<file path="src/rtl/register_bank_module_pkg.sv">
// register_bank_module_pkg: shared word type for the register bank and its write ports
package register_bank_module_pkg;
  localparam int BW = 16;
  typedef logic [BW-1:0] word_t;
endpackage

</file>
<file path="src/rtl/register_write_port.sv">
// register_write_port: decodes one write port's selector and address into a valid flag and the chosen slot data
//   destinations : concatenated functional-unit results, slot k at [k*BW +: BW]
//   selector     : 0 = idle, k = slot k-1
//   address      : target register
//   valid        : port writes on this edge
//   data         : selected slot value
module register_write_port
  import register_bank_module_pkg::*;
#(
  parameter int count = 4,
  parameter int registers = 8,
  parameter int zero_register = 1,
  localparam int SW = $clog2(count + 1),
  localparam int AW = $clog2(registers)
) (
  input  logic [count*BW-1:0] destinations,
  input  logic [SW-1:0]       selector,
  input  logic [AW-1:0]       address,
  output logic                valid,
  output word_t               data
);
  assign valid = selector != '0 && selector <= SW'(count) &&
                 {1'b0, address} < (AW+1)'(registers) &&
                 !(zero_register != 0 && address == '0);
  always_comb begin
    data = '0;
    for (int k = 0; k < count; k++)
      if (selector == SW'(k + 1)) data = destinations[k*BW +: BW];
  end
endmodule

</file>
<file path="src/rtl/register_bank_module.sv">
// register_bank_module: two-port register bank driving the functional-unit source bus, with dirty and collision tracking
//   clock, reset_n     : rising-edge clock, async active-low reset
//   destinations       : concatenated functional-unit results
//   write_selector0/1  : per-port source slot (0 = no write)
//   write_address0/1   : per-port target register
//   clear_dirty        : clears all dirty bits (same-cycle writes still mark)
//   clear_collision    : clears the sticky collision flag (same-cycle collision wins)
//   sources            : bank contents, register r at [r*BW +: BW]
//   dirty              : per-register written-since-clear bits
//   collision          : both ports hit the same register in one cycle
module register_bank_module
  import register_bank_module_pkg::*;
#(
  parameter int count = 4,
  parameter int registers = 8,
  parameter int zero_register = 1,
  localparam int SW = $clog2(count + 1),
  localparam int AW = $clog2(registers)
) (
  input  logic                    clock,
  input  logic                    reset_n,
  input  logic [count*BW-1:0]     destinations,
  input  logic [SW-1:0]           write_selector0,
  input  logic [AW-1:0]           write_address0,
  input  logic [SW-1:0]           write_selector1,
  input  logic [AW-1:0]           write_address1,
  input  logic                    clear_dirty,
  input  logic                    clear_collision,
  output logic [registers*BW-1:0] sources,
  output logic [registers-1:0]    dirty,
  output logic                    collision
);
  logic  valid0, valid1;
  word_t data0, data1;
  word_t [registers-1:0] bank_q, bank_d;
  logic [registers-1:0] dirty_q, dirty_d;
  logic collision_q, collision_d;
  register_write_port #(.count(count), .registers(registers), .zero_register(zero_register)) u_port0 (
    .destinations(destinations),
    .selector(write_selector0),
    .address(write_address0),
    .valid(valid0),
    .data(data0)
  );
  register_write_port #(.count(count), .registers(registers), .zero_register(zero_register)) u_port1 (
    .destinations(destinations),
    .selector(write_selector1),
    .address(write_address1),
    .valid(valid1),
    .data(data1)
  );
  // port 1 is applied last so it wins a same-address collision
  always_comb begin
    bank_d = bank_q;
    dirty_d = clear_dirty ? '0 : dirty_q;
    if (valid0) begin
      bank_d[write_address0] = data0;
      dirty_d[write_address0] = 1'b1;
    end
    if (valid1) begin
      bank_d[write_address1] = data1;
      dirty_d[write_address1] = 1'b1;
    end
    collision_d = (collision_q && !clear_collision) ||
                  (valid0 && valid1 && write_address0 == write_address1);
  end
  always_ff @(posedge clock or negedge reset_n)
    if (!reset_n) begin
      bank_q <= '0;
      dirty_q <= '0;
      collision_q <= 1'b0;
    end else begin
      bank_q <= bank_d;
      dirty_q <= dirty_d;
      collision_q <= collision_d;
    end
  assign sources = bank_q;
  assign dirty = dirty_q;
  assign collision = collision_q;
endmodule

</file>
<file path="config.mk">
export PLATFORM = sky130hd
export DESIGN_NAME = register_bank_module
export DESIGN_NICKNAME = d
export VERILOG_FILES = /design/src/rtl/register_bank_module_pkg.sv /design/src/rtl/register_write_port.sv /design/src/rtl/register_bank_module.sv
export SDC_FILE = /design/constraint.sdc
export NUM_CORES = 1
export LEC_CHECK = 0
export BUFFER_PORTS_ARGS = -buffer_cell sky130_fd_sc_hd__buf_2
export CORE_UTILIZATION = 56
export CTS_CLUSTER_SIZE = 8
export DETAILED_ROUTE_END_ITERATION = 12
export GPL_TIMING_DRIVEN = 0
export MAX_ROUTING_LAYER = met4
export PLACE_DENSITY = 0.86
export SYNTH_ARGS = -nofsm -noshare
export SYNTH_HDL_FRONTEND = slang
export SYNTH_SLANG_ARGS = --single-unit
</file>
<file path="constraint.sdc">
create_clock -name clock -period 1.8 [get_ports clock]
set_input_delay 0.27 -clock clock [delete_from_list [all_inputs] [get_ports clock]]
set_output_delay 0.27 -clock clock [all_outputs]
set_load 0.1 [all_outputs]
</file>
[Word level (Yosys, flattened, before mapping)]
Cells that the tools add are included.
Word-level totals
  flip-flop bits (word level): 137
  input bits: 80
  output and inout port bits: 137
  logic and storage cells: 67
Cells by class
  $lt $le $gt $ge: 6
  eq/ne operators: 9
  mux-type cells: 23
  bitwise logic cells: 2
  reductions and logical operators: 17
Operators with widths (count)
  128-bit bitwise mux: 2
  128-bit two-way mux: 2
  16-bit two-way mux: 10
  16-bit demux with 3-bit select: 2
  8-bit two-way mux: 3
  8-bit bitwise OR: 2
  3-bit by 2-bit equality test with 1-bit output (second input constant): 4
  1-bit logical AND: 9
  3-bit by 4-bit < comparator with 1-bit output (second input constant): 2
  1-bit demux with 3-bit select: 2
  3-bit by 1-bit equality test with 1-bit output (second input constant): 2
  3-bit equality test (second input constant): 2
  3-bit by 1-bit greater-or-equal comparator with 1-bit output (second input constant): 2
  3-bit <= comparator (second input constant): 2
  3-bit zero test: 2
  3-bit nonzero test: 2
  3-bit equality test: 1
  1-bit zero test: 3
  1-bit two-way mux: 2
  1-bit logical OR: 1

[Longest topological paths before layout]
  depth after elaboration: 9
  depth in mapped cells: 10
  gate-level depth less buffers: 6

[Cells and area by module]
A second synthesis with hierarchy kept.
Second synthesis, totals
  cells, all modules: 805
  area total of the unflattened synthesis: 8272.9 um2
Modules (own cells, without submodules)
  register_bank_module: times used 1, cells each 643, area each 6711.4 um2, sequential area each 3428.3 um2
  register_write_port: times used 2, cells each 81, area each 780.7 um2, sequential area each 0.0 um2

[Worst setup path after synthesis]
Ideal clock, no wire load.
  path type: input-to-reg
  start point: input port write_selector1[0]
  end point: register bank_q, in the netlist sources[101]
  setup time: 84 ps
  data arrival time: 2104 ps
  data required time: 1716 ps
  slack: -387 ps
  stages on the path: 10
  buffers on the path: 5
  cell sequence: buf_2 > buf_1 > nor2_1 > ha_1 > buf_2 > or2_1 > clkbuf_2 > buf_2 > o31a_1 > o22ai_1
RTL lines
  start: declaration: RTL line register_bank_module.sv:25  | input logic [SW-1:0] write_selector1,
  end signal: assignment: RTL line register_bank_module.sv:73  | bank_q <= bank_d;
  end: declaration: RTL line register_bank_module.sv:35  | word_t [registers-1:0] bank_q, bank_d;

==> metrics.yaml <==
syn_area_per_cell_um2: 9.216
power_w: 0.01541
syn_area_um2: 6985
seqCellArea_um2: 3428
cts_max_level: 4
critPathMaxStageDelay_ps: 440
multiInputGateArea_um2: 3339
grt_pass1_wl_um: 36490
end_kind: "flip-flop"
reg2reg_depth: 2
period_minus_slack_ps: 1782
powerDensity_nw_per_um2: 1677
crit_buf_inv: 4
worstReg2RegStart: "sources[98]"
detail_route.wl_per_cell_um: 20.03
ys.warnings.count: 0
root_buffer: "clkbuf_16"
std_cell_rows: 40
start_util_pct: 57.91
critical-path-top-delay-family: "simple AND/OR/NAND/NOR gates"
finalSetupTns_ps: 0
crit_start: "write_selector0[1]"
hold_ws_ps: 42.37
critPathMaxFanout: 10
clk_pin_slew_ps: 60
io_pins: 217
synthCells: 758
synthTopCellsByArea: "dfrtp_1, o22ai_1, o21ai_0"
drc_errors: 0
drv_slew: 0
grt-ovfl-total: 0
die_h_um: 113.7
critical_path_required_ps: 2080
fin_nets: 1084
port_buffers: 213
crit_path_end: "sources[28]"
hp-start: "clear_collision"
fin_skew_ps: 0
area_growth_pct: 31.54
mostFrequentLayoutCell: "buf_2"
worst_pin_slew_ps: 837.6
cp_common_cell: "buf_6"
antennaDiodeCount: 0
worstSkewPairLatency_ps: 420
status: "complete, no violations"
fillCellCount: 872
timing.fmax_ghz: 0.5613
final_cell_mix: "buf_2, dfrtp_1, o22ai_1, nor2_1, o21ai_0"
ir_drop_v: 0.001558
drtIter0Drc: 856
viasPerCell: 6.220
cts_tree: "done"
routabilityCongestion: 0.9701
r2r_end: "sources[98]"
arrival_ps: 2060
path_cells: "buf_2, buf_6, buf_6, nor2_4, ha_4, nand2b_4, or3_4, buf_6, nor2_2, o22ai_1"
synth.yosys.seq_area_share_pct: 49.08
hp-class: "input pin to flip-flop"
die_w_um: 113.7
worst_setup_path_start_kind: "input pin"
leakage_nw: 4.355
vias: 7358
design.core.area_um2: 12060
grt_pass1_vias: 7087
drv_cap: 0
ys_types: 28
cp_num_cells: 10
rsz0062_at_grt: "yes"
grt.total_usage_pct: 37.80
syn_nets: 840
dp_worst_setup_slack_ps: -530.2
dr.pass1.iters: 7
ys_ff_latch: 137
final_util_pct: 76.18
period_share_pct: 98.98
drt_wl_total_um: 23700
wl_met2_um: 11120
numCtsBuffers: 17
synth_top_area_share_pct: 49.08
fin_ws_ps: 18.27
routed.top_layer: "met4"
yosysTopAreaCell: "dfrtp_1"
maxSlewHeadroom_pct: 43.55
grt_max_degree: 100
wl_met3_um: 2636
cp_slowest_cell: "or3_4"
hold_viol: 0
post-dp-hpwl_um: 17240
ant_nets: 0
ff2ff_setup_slack_ps: 870
antenna_found_initial: 0
drive_above_1_share_pct: 31.82
cts.sinks: 137
finalSetupViolCount: 0
worstSetupPathType: "input pin to flip-flop"
dieArea_um2: 12920
ctsLongestPathBuffers: 2
drt-met1-wl_um: 9181
-- per-layer routing --
| metal | up-vias | GRT usage (%) |
|---|---|---|
| met4 | 0 | 13.86 |
| met1 | 3449 | 48.01 |
| met3 | 84 | 7.279 |
| met2 | 565 | 60.65 |
| li1 | 3260 | - |
| met5 | - | - |
-- cells in the mapped netlist --
cell type,instances
buf_4,5
nand3_1,11
buf_1,1
nor3_2,3
o21ai_0,112
nor3_1,2
o21bai_1,16
a21oi_1,32
o2111ai_1,1
ha_1,2
nor2b_1,8
xnor2_1,2
buf_2,12
o41ai_2,3
dfrtp_1,137
clkbuf_2,3
and3b_1,16
or2_1,1
or3_1,1
o21ai_1,1
clkbuf_1,56
o41ai_4,13
inv_1,1
o31a_1,16
nand2_1,43
o22ai_1,129
nor2_1,121
nand2b_1,10
-- state kept, by name, indices dropped and copies added, names as in the netlist --
name and flops:
sources 128, collision 1, dirty 8
-- worst min-delay path by stage --
| stage | to | slack, ps | cells past startpoint |
|---|---|---|---|
| 3_3_place_gp | sources[10] | 440 | 1 |
| 6_report | collision | 40 | 2 |
| 5_1_grt | collision | 70 | 2 |
| 3_5_place_dp | sources[8] | 190 | 1 |
| 2_1_floorplan | collision | -30 | 0 |
| 4_1_cts | collision | 30 | 2 |
-- worst reg2reg max path, cell delays in order, from the launching register on --
cell and delay [ps]:
dfrtp_1 410, o21ai_0 260, o22ai_1 130
-- area by class of cell --
class | count | area share (%)
flip-flops and latches | 137 | 37.31
multi-input cells | 543 | 36.34
repair buffers | 226 | 12.98
clock buffers | 24 | 5.351
plain buffers | 76 | 4.684
well taps | 168 | 2.288
clock inverters | 8 | 1.008
inverters | 1 | 0.04085
-- through the flow --
stage | std cells | instance area, um2
after CTS | 1174 | 9071
after floorplan | 758 | 7122
after global routing | 1183 | 9189
final | 1183 | 9189
after global placement | 1139 | 8398
after detailed placement | 1140 | 8432
-- logic make-up after synthesis --
logic type | synth area share (%)
DFF | 49.08
AOI/OAI and AO/OA | 31.61
buffers and inverters | 4.729
adders and majority gates | 0.3582
and+or+nand+nor | 13.97
xor gates and xnor gates | 0.2508
-- where the power goes --
group	total, W	internal (W)	switching, W
logic	0.00772	0.00117	0.00655
registers	0.00424	0.00378	0.000462
clock network	0.00345	0.00217	0.00128
-- what timing repair did --
action / 4_1_cts / 5_1_grt
pin swaps: 2 / 10
resized for setup: 13 / 28
endpoints found under the hold margin: 38 / 0
hold buffers: 1 / 0
setup buffers: 1 / 10
endpoints found under the setup margin: 52 / 88
No activity file was read; power rests on OpenSTA's default activity.
